$ cat src/rtl/rv32_data_memory_arbiter_if.sv
// Bus bundle between the two requesters, the arbiter and the single-port data BRAM.
// The slave modport is the arbiter's view; the master modport is the requester/memory side.
interface rv32_data_memory_arbiter_if;
    logic        core_req_i;
    logic [3:0]  core_we_i;
    logic [31:0] core_addr_i;
    logic [31:0] core_wdata_i;
    logic        core_gnt_o;
    logic        core_stall_o;
    logic        core_rvalid_o;
    logic [31:0] core_rdata_o;

    logic        dma_req_i;
    logic        dma_lock_i;
    logic [3:0]  dma_we_i;
    logic [31:0] dma_addr_i;
    logic [31:0] dma_wdata_i;
    logic        dma_gnt_o;
    logic        dma_rvalid_o;
    logic [31:0] dma_rdata_o;

    logic        mem_en_o;
    logic [3:0]  mem_we_o;
    logic [31:0] mem_addr_o;
    logic [31:0] mem_wdata_o;
    logic [31:0] mem_rdata_i;

    modport slave (
        input  core_req_i, core_we_i, core_addr_i, core_wdata_i,
        output core_gnt_o, core_stall_o, core_rvalid_o, core_rdata_o,
        input  dma_req_i, dma_lock_i, dma_we_i, dma_addr_i, dma_wdata_i,
        output dma_gnt_o, dma_rvalid_o, dma_rdata_o,
        output mem_en_o, mem_we_o, mem_addr_o, mem_wdata_o,
        input  mem_rdata_i
    );

    modport master (
        output core_req_i, core_we_i, core_addr_i, core_wdata_i,
        input  core_gnt_o, core_stall_o, core_rvalid_o, core_rdata_o,
        output dma_req_i, dma_lock_i, dma_we_i, dma_addr_i, dma_wdata_i,
        input  dma_gnt_o, dma_rvalid_o, dma_rdata_o,
        input  mem_en_o, mem_we_o, mem_addr_o, mem_wdata_o,
        output mem_rdata_i
    );
endinterface

$ cat src/rtl/rv32_data_memory_arbiter.sv
// Core-priority arbiter for the data BRAM port, with DMA starvation forcing.
// Locked DMA bursts (DMA_BURST state, beat counter) exist only when RV32_ARB_DMA_BURST_EN is defined.
module rv32_data_memory_arbiter #(
    parameter int MAX_WAIT  = 4,
    parameter int MAX_BURST = 8,
    parameter int CNT_W     = 4
) (
    input  logic clk_i,
    input  logic rst_i,
    rv32_data_memory_arbiter_if.slave bus
);

    typedef enum logic [0:0] {
        ARB       = 1'b0,
        DMA_BURST = 1'b1
    } state_t;

    state_t             state, state_next;
    logic [CNT_W-1:0]   wait_cnt, wait_next;
    logic               core_gnt, dma_gnt;
    logic               core_rvalid, dma_rvalid;

`ifdef RV32_ARB_DMA_BURST_EN
    logic [CNT_W-1:0]   beat_cnt, beat_next;
`else
    logic               unused_cfg;
    assign unused_cfg = bus.dma_lock_i ^ (MAX_BURST > 0);
`endif

    always_ff @(posedge clk_i or posedge rst_i) begin
        if (rst_i) begin
            state    <= ARB;
            wait_cnt <= '0;
        end else begin
            state    <= state_next;
            wait_cnt <= wait_next;
        end
    end

`ifdef RV32_ARB_DMA_BURST_EN
    always_ff @(posedge clk_i or posedge rst_i) begin
        if (rst_i) beat_cnt <= '0;
        else       beat_cnt <= beat_next;
    end
`endif

    always_comb begin
        core_gnt   = 1'b0;
        dma_gnt    = 1'b0;
        state_next = state;
        wait_next  = wait_cnt;
`ifdef RV32_ARB_DMA_BURST_EN
        beat_next  = beat_cnt;
`endif
        if (!rst_i) begin
            case (state)
                ARB: begin
                    if (wait_cnt == CNT_W'(MAX_WAIT) && bus.dma_req_i) dma_gnt  = 1'b1;
                    else if (bus.core_req_i)                           core_gnt = 1'b1;
                    else if (bus.dma_req_i)                            dma_gnt  = 1'b1;

                    if (!bus.dma_req_i || dma_gnt)       wait_next = '0;
                    else if (wait_cnt < CNT_W'(MAX_WAIT)) wait_next = wait_cnt + CNT_W'(1);
`ifdef RV32_ARB_DMA_BURST_EN
                    if (dma_gnt && bus.dma_lock_i) begin
                        state_next = DMA_BURST;
                        beat_next  = CNT_W'(1);
                    end
`endif
                end
`ifdef RV32_ARB_DMA_BURST_EN
                DMA_BURST: begin
                    dma_gnt   = bus.dma_req_i;
                    wait_next = '0;
                    if (dma_gnt) beat_next = beat_cnt + CNT_W'(1);
                    // beat_cnt counts beats already taken, so the grant that brings it to MAX_BURST is the last one
                    if (!bus.dma_lock_i || !bus.dma_req_i ||
                        (dma_gnt && beat_cnt == CNT_W'(MAX_BURST - 1))) begin
                        state_next = ARB;
                        beat_next  = '0;
                    end
                end
`endif
                default: state_next = ARB;
            endcase
        end
    end

    always_comb begin
        bus.mem_we_o    = '0;
        bus.mem_addr_o  = '0;
        bus.mem_wdata_o = '0;
        if (core_gnt) begin
            bus.mem_we_o    = bus.core_we_i;
            bus.mem_addr_o  = bus.core_addr_i;
            bus.mem_wdata_o = bus.core_wdata_i;
        end else if (dma_gnt) begin
            bus.mem_we_o    = bus.dma_we_i;
            bus.mem_addr_o  = bus.dma_addr_i;
            bus.mem_wdata_o = bus.dma_wdata_i;
        end
    end

    // Read ownership is tracked one cycle deep; reset drops any read in flight.
    always_ff @(posedge clk_i or posedge rst_i) begin
        if (rst_i) begin
            core_rvalid <= 1'b0;
            dma_rvalid  <= 1'b0;
        end else begin
            core_rvalid <= core_gnt && (bus.core_we_i == 4'b0000);
            dma_rvalid  <= dma_gnt && (bus.dma_we_i == 4'b0000);
        end
    end

    assign bus.mem_en_o      = core_gnt | dma_gnt;
    assign bus.core_gnt_o    = core_gnt;
    assign bus.dma_gnt_o     = dma_gnt;
    assign bus.core_stall_o  = bus.core_req_i & ~core_gnt;
    assign bus.core_rvalid_o = core_rvalid;
    assign bus.dma_rvalid_o  = dma_rvalid;
    assign bus.core_rdata_o  = bus.mem_rdata_i;
    assign bus.dma_rdata_o   = bus.mem_rdata_i;

endmodule

$ cat src/flat_wrapper.sv
// flat-port wrapper written by rule: the top's interface ports become plain ports
module rv32_data_memory_arbiter_flat 
#(
    parameter int MAX_WAIT  = 4,
    parameter int MAX_BURST = 8,
    parameter int CNT_W     = 4
)
  (clk_i, rst_i, bus_core_req_i, bus_core_we_i, bus_core_addr_i, bus_core_wdata_i, bus_core_gnt_o, bus_core_stall_o, bus_core_rvalid_o, bus_core_rdata_o, bus_dma_req_i, bus_dma_lock_i, bus_dma_we_i, bus_dma_addr_i, bus_dma_wdata_i, bus_dma_gnt_o, bus_dma_rvalid_o, bus_dma_rdata_o, bus_mem_en_o, bus_mem_we_o, bus_mem_addr_o, bus_mem_wdata_o, bus_mem_rdata_i);
  rv32_data_memory_arbiter_if bus_i ();
  input  logic clk_i;
  input  logic rst_i;
  input wire logic [$bits(bus_i.core_req_i)-1:0] bus_core_req_i;
  input wire logic [$bits(bus_i.core_we_i)-1:0] bus_core_we_i;
  input wire logic [$bits(bus_i.core_addr_i)-1:0] bus_core_addr_i;
  input wire logic [$bits(bus_i.core_wdata_i)-1:0] bus_core_wdata_i;
  output wire logic [$bits(bus_i.core_gnt_o)-1:0] bus_core_gnt_o;
  output wire logic [$bits(bus_i.core_stall_o)-1:0] bus_core_stall_o;
  output wire logic [$bits(bus_i.core_rvalid_o)-1:0] bus_core_rvalid_o;
  output wire logic [$bits(bus_i.core_rdata_o)-1:0] bus_core_rdata_o;
  input wire logic [$bits(bus_i.dma_req_i)-1:0] bus_dma_req_i;
  input wire logic [$bits(bus_i.dma_lock_i)-1:0] bus_dma_lock_i;
  input wire logic [$bits(bus_i.dma_we_i)-1:0] bus_dma_we_i;
  input wire logic [$bits(bus_i.dma_addr_i)-1:0] bus_dma_addr_i;
  input wire logic [$bits(bus_i.dma_wdata_i)-1:0] bus_dma_wdata_i;
  output wire logic [$bits(bus_i.dma_gnt_o)-1:0] bus_dma_gnt_o;
  output wire logic [$bits(bus_i.dma_rvalid_o)-1:0] bus_dma_rvalid_o;
  output wire logic [$bits(bus_i.dma_rdata_o)-1:0] bus_dma_rdata_o;
  output wire logic [$bits(bus_i.mem_en_o)-1:0] bus_mem_en_o;
  output wire logic [$bits(bus_i.mem_we_o)-1:0] bus_mem_we_o;
  output wire logic [$bits(bus_i.mem_addr_o)-1:0] bus_mem_addr_o;
  output wire logic [$bits(bus_i.mem_wdata_o)-1:0] bus_mem_wdata_o;
  input wire logic [$bits(bus_i.mem_rdata_i)-1:0] bus_mem_rdata_i;
  assign bus_i.core_req_i = bus_core_req_i;
  assign bus_i.core_we_i = bus_core_we_i;
  assign bus_i.core_addr_i = bus_core_addr_i;
  assign bus_i.core_wdata_i = bus_core_wdata_i;
  assign bus_core_gnt_o = bus_i.core_gnt_o;
  assign bus_core_stall_o = bus_i.core_stall_o;
  assign bus_core_rvalid_o = bus_i.core_rvalid_o;
  assign bus_core_rdata_o = bus_i.core_rdata_o;
  assign bus_i.dma_req_i = bus_dma_req_i;
  assign bus_i.dma_lock_i = bus_dma_lock_i;
  assign bus_i.dma_we_i = bus_dma_we_i;
  assign bus_i.dma_addr_i = bus_dma_addr_i;
  assign bus_i.dma_wdata_i = bus_dma_wdata_i;
  assign bus_dma_gnt_o = bus_i.dma_gnt_o;
  assign bus_dma_rvalid_o = bus_i.dma_rvalid_o;
  assign bus_dma_rdata_o = bus_i.dma_rdata_o;
  assign bus_mem_en_o = bus_i.mem_en_o;
  assign bus_mem_we_o = bus_i.mem_we_o;
  assign bus_mem_addr_o = bus_i.mem_addr_o;
  assign bus_mem_wdata_o = bus_i.mem_wdata_o;
  assign bus_i.mem_rdata_i = bus_mem_rdata_i;
  rv32_data_memory_arbiter #(.MAX_WAIT(MAX_WAIT), .MAX_BURST(MAX_BURST), .CNT_W(CNT_W)) u_core (.clk_i(clk_i), .rst_i(rst_i), .bus(bus_i));
endmodule
$ cat config.mk
export PLATFORM = sky130hd
export DESIGN_NAME = rv32_data_memory_arbiter_flat
export DESIGN_NICKNAME = d
export VERILOG_FILES = /design/src/rtl/rv32_data_memory_arbiter_if.sv /design/src/rtl/rv32_data_memory_arbiter.sv /design/src/flat_wrapper.sv
export SDC_FILE = /design/constraint.sdc
export NUM_CORES = 1
export LEC_CHECK = 0
export CORE_AREA = 2 2 121 123
export DETAILED_ROUTE_END_ITERATION = 8
export DIE_AREA = 0 0 123 125
export GPL_TIMING_DRIVEN = 0
export SKIP_LAST_GASP = 1
export SLEW_MARGIN = 0
export SYNTH_ARGS = -nofsm -noshare
export SYNTH_HDL_FRONTEND = slang
export SYNTH_SLANG_ARGS = --single-unit
$ cat constraint.sdc
create_clock -name clk_i -period 1.89 [get_ports clk_i]
set_input_delay 0.2835 -clock clk_i [delete_from_list [all_inputs] [get_ports clk_i]]
set_output_delay 0.2835 -clock clk_i [all_outputs]
set_load 0.01 [all_outputs]
Word level (Yosys, flattened, before mapping)

Cells that the tools add are included.

Register bits after elaboration: 6
Output and inout bits: 138
Bits of input ports: 173
Logic and storage cells: 35

Order comparisons: 1
Mux-type cells: 16
$add $sub $neg: 1
Equal/unequal tests: 1
Reduce and logical (&&, ||, !) cells: 9
Bitwise logic cells: 4

Operator list:

| operator            | count |
|---|---|
| $mux 32             | 4 |
| $mux 4              | 4 |
| $logic_not 4->1     | 2 |
| $mux 1              | 8 |
| $add 4x1->4 const B | 1 |
| $eq 4x3->1 const B  | 1 |
| $lt 4x3->1 const B  | 1 |
| $logic_and 1x1->1   | 3 |
| $not 1->1           | 2 |
| $reduce_and 2->1    | 1 |
| $reduce_bool 2->1   | 1 |
| $and 1x1->1         | 1 |
| $logic_not 1->1     | 1 |
| $logic_or 1x1->1    | 1 |
| $or 1x1->1          | 1 |

Longest topological paths before layout

Depth in word-level cells: 7
Gate-level depth with buffers: 6
Depth with buffers taken out: 5

Worst setup path before layout

No wires, ideal clock.

Path kind: register -> output
From: register u_core.wait_cnt[0]
To: output bus_mem_addr_o[21]
Required time: 1.607 ns
Slack: -0.041 ns
Buffers on the path: 1
Cell stages (with the launch flop): 7
Data arrival time: 1.647 ns
Path through: dfrtp_1 inv_1 ha_1 nor2b_1 a311oi_4 buf_6 a22o_1

Elaborated cells on any way between the ends: 9
Classes of those cells: 1 x eq/ne; 7 x mux; 1 x reduce/logical

RTL lines:

| what                   | RTL line                       | text |
|---|---|---|
| from (decl)            | rv32_data_memory_arbiter.sv:19 | `logic [CNT_W-1:0] wait_cnt, wait_next;` |
| from (signal assigned) | rv32_data_memory_arbiter.sv:36 | `wait_cnt <= wait_next;` |
| $eq 4x3->1             | rv32_data_memory_arbiter.sv:58 | `if (wait_cnt == CNT_W'(MAX_WAIT) && bus.dma_req_i) dma_gnt = 1'b1;` |
| $logic_and 1x1->1      | rv32_data_memory_arbiter.sv:58 |  |
| $mux 1                 | rv32_data_memory_arbiter.sv:58 |  |
| $mux 1                 | rv32_data_memory_arbiter.sv:55 | `if (!rst_i) begin` |
| via bus_core_gnt_o     | flat_wrapper.sv:16             | `output wire logic [$bits(bus_i.core_gnt_o)-1:0] bus_core_gnt_o;` |
| $mux 32                | rv32_data_memory_arbiter.sv:93 | `if (core_gnt) begin` |
| to (decl)              | flat_wrapper.sv:30             | `output wire logic [$bits(bus_i.mem_addr_o)-1:0] bus_mem_addr_o;` |

The timed path passes the listed nets, and every way through them passes these cells. The select of a mux whose other input is x is not followed.

Worst setup path after layout

From: register u_core.wait_cnt[0]
To: output bus_mem_addr_o[30]

Longest elaborated chain between the ends: 7
Elaborated cells on any way between the ends: 9
Classes of those cells: 1 x eq/ne; 7 x mux; 1 x reduce/logical

RTL lines:

| what                  | RTL line                       | text |
|---|---|---|
| $eq 4x3->1 (*)        | rv32_data_memory_arbiter.sv:58 |  |
| $logic_and 1x1->1 (*) | rv32_data_memory_arbiter.sv:58 |  |
| $mux 1                | rv32_data_memory_arbiter.sv:58 |  |
| $mux 1 (2 in a row)   | rv32_data_memory_arbiter.sv:55 |  |
| $mux 32               | rv32_data_memory_arbiter.sv:97 | `end else if (dma_gnt) begin` |
| $mux 32 (*)           | rv32_data_memory_arbiter.sv:93 |  |

Every way passes the cells marked *; elsewhere a longest branch is shown, timed or not. The select of a mux whose other input is x is not followed.

==> results by group <==
Synthesis
  • Adder-cell area share of the yosys netlist: 0.0162
  • Register bit total from synthesis: 6
  • Post-Syn Area: 1540 um^2
  • Post-synthesis mux area share: 0.00731
  • Mean Syn Cell Area: 8.47 um^2
  • Compound-Gate Fraction of Synth Area: 0.428
  • Cells after synthesis: between 150 and 200
  • Synth Area in XOR/XNOR: 0
  • Post-synthesis sequential area ratio: 0.0974
  • Warnings, synthesis: 0
  • Netlist cell types: 19
  • Syn nets: approximately 360
  • Synthesized-area fraction occupied by and/or/nand/nor cells: 0.0536
  • Largest family of logic cells by synthesized area: compound AO/OA/AOI/OAI gates

Timing
  • Fin crit share: 1.18
  • RSZ-0062 raised after global routing: yes
  • Minimum clock period: around 2.2 ns
  • Slew margin rel.: 0.669
  • Max Clock Freq: approximately 450 MHz
  • Worst-Margin Slew: 0.492 ns
  • Setup Skew: between 0.003 and 0.004 ns
  • Final Hold Viols: 0
  • Final setup viols: a little over 70
  • Setup WS post-layout: -0.336 ns
  • Pins over their slew limit: 0

Cells and area
  • Ant diodes: 0
  • Layout cells sized above 1: 0.351
  • Nets@finish: 644
  • Fin util: 0.326
  • Layout area overhead: 200%

Global route
  • Vias in the first global route: 2,564
  • Initial antenna violation count: 0
  • Total track usage: 0.102
  • Total grt overflow: 0
  • Global-route wire length before repair: 12.4 mm
  • Largest net degree at the start of global routing: 11

Placement
  • Final HPWL DP: approximately 8 mm
  • Placer congestion estimate: ~0.71
  • Port Buffers: 276

Worst setup path
  • WP buf/inv: 4
  • Cell family with most CP delay: buffers and inverters
  • CP Data Required Time: 1.61 ns
  • Critical path class: reg2out
  • CP Launch Type: flip-flop
  • Worst Setup End Kind: output port
  • Slowest cell on the critical path: dfrtp_1
  • Sequence of cells on the critical path: inv_2 -> ha_4 -> nor2b_4 -> a311oi_4 -> buf_12 -> buf_6 -> a22o_1 -> clkdlybuf4s15_2
  • Worst EP arrival: 1.94 ns
  • CP max FO: 10
  • Worst path max stage delay: 0.36 ns

Clock network
  • Clk sink count: 6
  • Clock latency on the worst-skew pair: 0.23 ns
  • Htree depth: 1
  • Bufs on Longest Clock Path: 2
  • CTS tree: built
  • Clk slew on worst S/H paths: 0.04 ns
  • CTS Hold Bufs: 0
  • CTS Root Cell: clkbuf_16
  • CTS Buf Count: 3

Drt
  • Initial DRT Pass Iterations: 4
  • DRC violations left: 0
  • Drt total wl: roughly 9.1 mm
  • WL per Instance: 14.0 um
  • DR vias: between 2,000 and 2,500
  • Iter 0 DRT Violations: approximately 50
  • Antenna viol nets, final: 0
  • Via/cell ratio: 3.82

Job
  • Maxcap violations: 0

Floorplan
  • DIE AREA: 15,400 um^2
  • Die width: 123 um
  • Initial core utilization: 0.109
  • Core area: 14,200 um^2
  • IO Pins: 311
  • Die Y: 125 um
  • Site Rows: 44

Power
  • Maximum vdd drop: 0.000214 V
  • Lkg Pwr: roughly 2.0 nW
  • Pwr dens: 315 nW/um^2
  • PnR Total Power: 0.00146 W

Hold path
  • Worst hold-check path type: in2async

Run status
  • Outcome: complete, but fails checks
  • Failing checks: setup timing
layer usage:
layer,vias up,track usage,part of all wire
met5,-,0,0
met4,0,0.0154,0.0084
met3,6,0.0233,0.12
met2,177,0.219,0.54
met1,1115,0.0940,0.33
li1,1192,-,-
state kept, by name, summed over array words and instances, names as in the netlist:
signal / count
u_core.wait_cnt: 4
u_core.bus.dma_rvalid_o: 1
u_core.bus.core_rvalid_o: 1
Yosys cell counts:
| cell type | count | share of area |
|---|---|---|
| ha_1 | 2 | 0.016 |
| a22o_1 | 70 | 0.40 |
| inv_1 | 4 | 0.0097 |
| a21oi_1 | 3 | 0.0097 |
| a311oi_4 | 1 | 0.017 |
| buf_6 | 7 | 0.051 |
| nor2b_1 | 2 | 0.0081 |
| buf_4 | 64 | 0.31 |
| nand3b_1 | 1 | 0.0049 |
| nand2b_1 | 2 | 0.0081 |
| and2_1 | 2 | 0.0081 |
| nor2_1 | 4 | 0.0097 |
| nor4_1 | 3 | 0.012 |
| nand2_1 | 1 | 0.0024 |
| clkbuf_1 | 1 | 0.0024 |
| buf_2 | 7 | 0.023 |
| o21ai_0 | 1 | 0.0032 |
| mux2_2 | 1 | 0.0073 |
| dfrtp_1 | 6 | 0.097 |
cell usage in the layout, fill, tap and decap left out, drive strengths merged, types with 2 or more instances in the layout:
cell type,instances
buf,121
nor2,4
ha,2
clkbuf,6
dfrtp,6
nor2b,2
a21oi,3
and2,2
inv,4
nand2b,2
nor4,3
clkdlybuf4s50,203
a22o,70
clkdlybuf4s15,30
dlygate4sd2,4
cell type report:
type	instances	area, um^2
fill	1484	9580
timing repair buffer	287	2770
multi-input combinational	93	818
buffer	74	562
tap	184	230
sequential	6	150
clock buffer	3	75.1
inverter	4	15.0
timing repair:
action / in CTS / in global routing
setup buffers: 10 / 1
gates resized for setup: 253 / 23
pin swaps: 6 / 2
setup endpoints to repair: 73 / 71
final timing paths:
path                                                 end                from  depth (start not counted)  slack [ns]
worst max-delay path                  bus_mem_addr_o[30]  u_core.wait_cnt[0]                          8       -0.34
worst min-delay path                  u_core.wait_cnt[3]               rst_i                          2        0.13
worst min register to register        u_core.wait_cnt[3]  u_core.wait_cnt[3]                          1        0.62
max in group asynchronous        u_core.bus.dma_rvalid_o               rst_i                          2        1.54
min in group clk_i                    u_core.wait_cnt[3]               rst_i                          3        0.55
worst max register to register  u_core.bus.core_rvalid_o  u_core.wait_cnt[0]                          7        0.35
per-stage QoR:
| stage | setup TNS (ns) | instance area (um^2) | hold slack (ns) | setup slack [ns] | cells |
|---|---|---|---|---|---|
| 2_1_floorplan | 0 | 1550 | 0.277 | 0.0204 | 182 |
| 3_3_place_gp | -89.54 | 4540 | 0.336 | -1.35 | 642 |
| 3_5_place_dp | -85.69 | 4540 | 0.353 | -1.29 | 642 |
| 4_1_cts | -22.26 | 4670 | 0.109 | -0.369 | 650 |
| 5_1_grt | -25.71 | 4620 | 0.175 | -0.419 | 651 |
| 6_report | -20.03 | 4620 | 0.131 | -0.336 | 651 |
kinds of logic after synthesis:
| group | after synthesis |
|---|---|
| simple gates | 15 |
| buf+inv | 83 |
| compound gates | 75 |
| fa+ha+maj | 2 |
| mux | 1 |
| flops | 6 |
report_power, final:
group	switching (W)	internal, W	total, W
combinational	0.000316	0.000660	0.000976
sequential	0.00000184	0.000132	0.000134
clock	0.0000755	0.000272	0.000348
Note: power is estimated with default switching activity, not from simulation.
==> RTL edit 1: new RTL, same settings <==
`CNT_W` is set to 4 in 2 places; all go to 6.
--- a/src/rtl/rv32_data_memory_arbiter.sv
+++ b/src/rtl/rv32_data_memory_arbiter.sv
@@ -3,7 +3,7 @@
 module rv32_data_memory_arbiter #(
     parameter int MAX_WAIT  = 4,
     parameter int MAX_BURST = 8,
-    parameter int CNT_W     = 4
+    parameter int CNT_W     = 6
 ) (
     input  logic clk_i,
     input  logic rst_i,
--- a/src/flat_wrapper.sv
+++ b/src/flat_wrapper.sv
@@ -3,7 +3,7 @@
 #(
     parameter int MAX_WAIT  = 4,
     parameter int MAX_BURST = 8,
-    parameter int CNT_W     = 4
+    parameter int CNT_W     = 6
 )
   (clk_i, rst_i, bus_core_req_i, bus_core_we_i, bus_core_addr_i, bus_core_wdata_i, bus_core_gnt_o, bus_core_stall_o, bus_core_rvalid_o, bus_core_rdata_o, bus_dma_req_i, bus_dma_lock_i, bus_dma_we_i, bus_dma_addr_i, bus_dma_wdata_i, bus_dma_gnt_o, bus_dma_rvalid_o, bus_dma_rdata_o, bus_mem_en_o, bus_mem_we_o, bus_mem_addr_o, bus_mem_wdata_o, bus_mem_rdata_i);
   rv32_data_memory_arbiter_if bus_i ();
Behaviour: no difference found for any inputs over 10 cycles, from zero or initial values and one cycle with rst_i high; that may be too few to reach the edited logic, so the function may still have changed.
==> RTL edit 1 against the original RTL <==
The flow still finishes with violations (negative setup slack). Power increased by 4.9%. Clock skew down 0.0018 ns. First-iteration DRC count shrank 25%. Wire length up 15%. Clock power is 1% lower. Sequential cell count grew 2. Setup slack improved by 0.049 ns. Cell area rose by 4.7%. Utilization is 1.5 points higher. Area after synthesis rose by 6.2%.
==> RTL edit 1: results (changes against the original RTL) <==
| Metric | Value |
|---|---|
| Status | `finished with violations (unchanged)` |
| Failing checks | `negative setup slack (unchanged)` |
| Detailed Route WL | `10500 um (was 9100 um)` |
| Final #Nets | `668 (was 644)` |
| Share of layout cells above drive strength 1 | `37.3% (was 35.1%)` |
| Vias in the first global route | `2781 (was 2564)` |
| Vias | `2624 (was 2490)` |
| Register fraction of the total cell area | `4.13% (was 3.25%)` |
| Sequential share of the synthesized area | `12.2% (was 9.74%)` |
| Worst Setup Slack post-DPL | `-1.23 ns (was -1.29 ns)` |
| Final setup violating endpoints | `69 (was 71)` |
| Post-CTS setup buffers | `16 (was 10)` |
| Largest register FFs | `6 (was 4)` |
| First-pass GRT wire length | `14400 um (was 12400 um)` |
| Seq group | `0.176 mW (was 0.134 mW)` |
| Top cells by area, synth | `a22o_1 37%, buf_4 29%, dfrtp_1 12% (was a22o_1 40%, buf_4 31%, dfrtp_1 9.7%)` |
| Maximum VDD drop | `0.218 mV (was 0.214 mV)` |
| Multi-input combinational cell count | `99 (was 93)` |
| Leak Pwr | `2.23 nW (was 2.03 nW)` |
| Net Sw Frac | `26.7% (was 27.0%)` |
| First DRT Iteration DRCs | `38 (was 51)` |
| Fillers | `1465 (was 1484)` |
| Placer Congestion | `0.712 (was 0.714)` |
| Number of distinct library cells after synthesis | `23 (was 19)` |
| Largest net degree at the start of global routing | `12 (was 11)` |
| Final worst slack | `-0.287 ns (was -0.336 ns)` |
| Gate power share | `65.9% (was 67.0%)` |
| Post-synthesis register bit count | `8 (was 6)` |
| Worst rel slew slack | `68.5% (was 66.9%)` |
| Nonclk buf count | `377 (was 361)` |
| Worst Path Max Fanout | `6 (was 10)` |
| Area occupied by multi-input gates | `870 um2 (was 818 um2)` |
| Post-cts sizing count | `318 (was 253)` |
| Post-DP HPWL | `8740 um (was 7820 um)` |
| Fin Setup TNS | `-14.53 ns (was -20.03 ns)` |
## RTL edit 1: cell families (layout without fill, tap and decap cells)
group	after synthesis	after routing	synth area share (%)
compound gates	75	75	41.0
fa+ha+maj	2	2	1.53
buf+inv	83	384	37.1
flops	8	8	12.2
simple gates	22	22	8.18
## RTL edit 1: per-stage QoR
stage / cell area, um2 / std cells / util, %
finish: 4840 / 675 / 34.1
global route: 4840 / 675 / 34.1
CTS: 4820 / 670 / 33.9
detailed placement: 4630 / 650 / 32.6
global placement: 4630 / 650 / 32.6
floorplan: 1640 / 190 / -
## RTL edit 1: layer usage
layer  share of wire, %  global-route usage [%]  vias up
li1                   -                       -     1263
met1                 34                    11.6     1170
met2                 54                    25.3      189
met3                 12                    2.78        2
met4               0.32                    1.60        0
met5                  0                       0        -
## RTL edit 1: worst paths after layout
check / cells after the start / endpoint / slack, ns / startpoint
min in group clk_i: 3 / u_core.wait_cnt[3]$_DFFE_PP0P_ / 0.53 / rst_i
min reg2reg: 1 / u_core.wait_cnt[3]$_DFFE_PP0P_ / 0.59 / u_core.wait_cnt[3]$_DFFE_PP0P_
max reg2reg: 9 / u_core.bus.dma_rvalid_o$_DFF_PP0_ / 0.26 / u_core.wait_cnt[0]$_DFFE_PP0P_
max in group asynchronous: 2 / u_core.bus.core_rvalid_o$_DFF_PP0_ / 1.51 / rst_i
min: 2 / u_core.wait_cnt[3]$_DFFE_PP0P_ / 0.12 / rst_i
max: 9 / bus_mem_wdata_o[30] / -0.29 / u_core.wait_cnt[0]$_DFFE_PP0P_
## RTL edit 1: critical path: stages, from the launching register on
cell	delay (ns)
dfrtp_1	0.38
inv_2	0.08
ha_4	0.15
nand4b_1	0.16
o32ai_4	0.18
buf_6	0.15
buf_12	0.14
buf_6	0.12
a22o_1	0.16
buf_2	0.15
==> RTL edit 2: new RTL, config.mk and constraints unchanged <==
Made on the original files. Build with the macro `RV32_ARB_DMA_BURST_EN` defined.
--- a/src/rtl/rv32_data_memory_arbiter.sv
+++ b/src/rtl/rv32_data_memory_arbiter.sv
@@ -1,5 +1,7 @@
 // Core-priority arbiter for the data BRAM port, with DMA starvation forcing.
 // Locked DMA bursts (DMA_BURST state, beat counter) exist only when RV32_ARB_DMA_BURST_EN is defined.
+`define RV32_ARB_DMA_BURST_EN
+
 module rv32_data_memory_arbiter #(
     parameter int MAX_WAIT  = 4,
     parameter int MAX_BURST = 8,
Function: changed (a bounded check fails within 4 cycles, from zero or initial values and one cycle with rst_i high).
==> RTL edit 2 against the original RTL <==
The flow still finishes with violations (negative setup slack). Wire length increased by 38%. Sequential cell count grew 5. Cell area up 23%. Clock skew decreased by 0.0013 ns. Sequential power up 110%. Power rose by 44%. Non-clock buffer count rose by 36. Setup slack worse by 0.022 ns. Area after synthesis is 31% higher. Clock power is 12% higher. Critical path depth up 1. Global-route usage is 4.1 points higher.
==> RTL edit 2: results (changes against the original RTL) <==
| Metric | Value |
|---|---|
| First-pass GRT wire length | `17300 um (was 12400 um)` |
| Worst hold margin | `0.292 ns (was 0.131 ns)` |
| Worst Path Max Fanout | `6 (was 10)` |
| Sequential power share | `13.2% (was 9.2%)` |
| Fin Setup TNS | `-20.57 ns (was -20.03 ns)` |
| First DRT Iteration DRCs | `90 (was 51)` |
| Sequential share of the synthesized area | `13.6% (was 9.74%)` |
| Mux contribution to synthesized area | `1.05% (was 0.731%)` |
| Clock skew | `0.00189 ns (was 0.00315 ns)` |
| Maximum VDD drop | `0.253 mV (was 0.214 mV)` |
| Crit path to | `bus_mem_addr_o[13] (was bus_mem_addr_o[30])` |
| Post-DP HPWL | `9800 um (was 7820 um)` |
| Vias in the first global route | `3378 (was 2564)` |
| NetSw | `0.682 mW (was 0.393 mW)` |
| Placed inst area | `0.00503 mm2 (was 0.00454 mm2)` |
| Register fraction of the total cell area | `4.84% (was 3.25%)` |
| ClkCell Share | `1.39% (was 1.62%)` |
| Synth Area in Adders | `1.86% (was 1.62%)` |
| Final #Nets | `784 (was 644)` |
| Wl on met1 | `4480 um (was 3010 um)` |
| Synth Area in Compound Gates | `32.0% (was 42.8%)` |
| Post-synth top cells | `74 x nor2_1, 68 x a22oi_1, 66 x buf_4, 11 x dfrtp_1, 10 x nand2_1 (was 70 x a22o_1, 64 x buf_4, 7 x buf_2, 7 x buf_6, 6 x dfrtp_1)` |
| Nonclk buf count | `397 (was 361)` |
| Largest net degree at the start of global routing | `20 (was 11)` |
| Non-clock buffer share | `63.9% (was 72.1%)` |
| Final setup violating endpoints | `68 (was 71)` |
| Worst Setup Slack post-DPL | `-1.16 ns (was -1.29 ns)` |
| Syn_nets | `468 (was 357)` |
| Non-Filler Cell Area, Final | `0.00569 mm2 (was 0.00462 mm2)` |
| Area growth syn-to-layout | `182% (was 200%)` |
| Fraction of area in multi-input gates | `25.5% (was 17.7%)` |
| Share of layout cells above drive strength 1 | `43.0% (was 35.1%)` |
| Final worst slack | `-0.358 ns (was -0.336 ns)` |
| R2R Path End | `u_core.beat_cnt[2]$_DFFE_PP0P_ (was u_core.bus.core_rvalid_o$_DFF_PP0_)` |
| Reg2reg setup slack | `0.30 ns (was 0.35 ns)` |
| Total track usage | `14.3% (was 10.2%)` |
| Status | `finished with violations (unchanged)` |
| Vias per cell | `4.23 (was 3.82)` |
| Failing checks | `negative setup slack (unchanged)` |
| Clock buffers | `4 (was 3)` |
| Clock sink total | `11 (was 6)` |
| Number of distinct library cells after synthesis | `33 (was 19)` |
==> RTL edit 2: per-stage QoR <==
step	power (mW)	cells
global route	2.22	791
finish	2.10	791
global placement	1.48	754
floorplan	0.763	292
CTS	2.02	789
detailed placement	1.49	754
==> RTL edit 2: worst register-to-register path, stage by stage, from the launching register on <==
cell      delay [ns]
dfrtp_1         0.38
inv_2           0.09
ha_4            0.14
nand3b_1        0.14
buf_4           0.18
nand2_4         0.05
buf_4           0.10
o211ai_1        0.13
a32o_1          0.25
==> RTL edit 2: routing by layer <==
layer,vias up,GRT usage [%]
met3,4,2.78
met5,-,0
met1,1539,15.2
met2,202,29.0
li1,1602,-
met4,0,1.54
==> RTL edit 2: what timing repair did <==
action                     4_1_cts  5_1_grt
cloned                           6        4
buffers inserted                27        9
setup endpoints to repair       72       71
pin swaps                       18       89
resized for setup              358       67
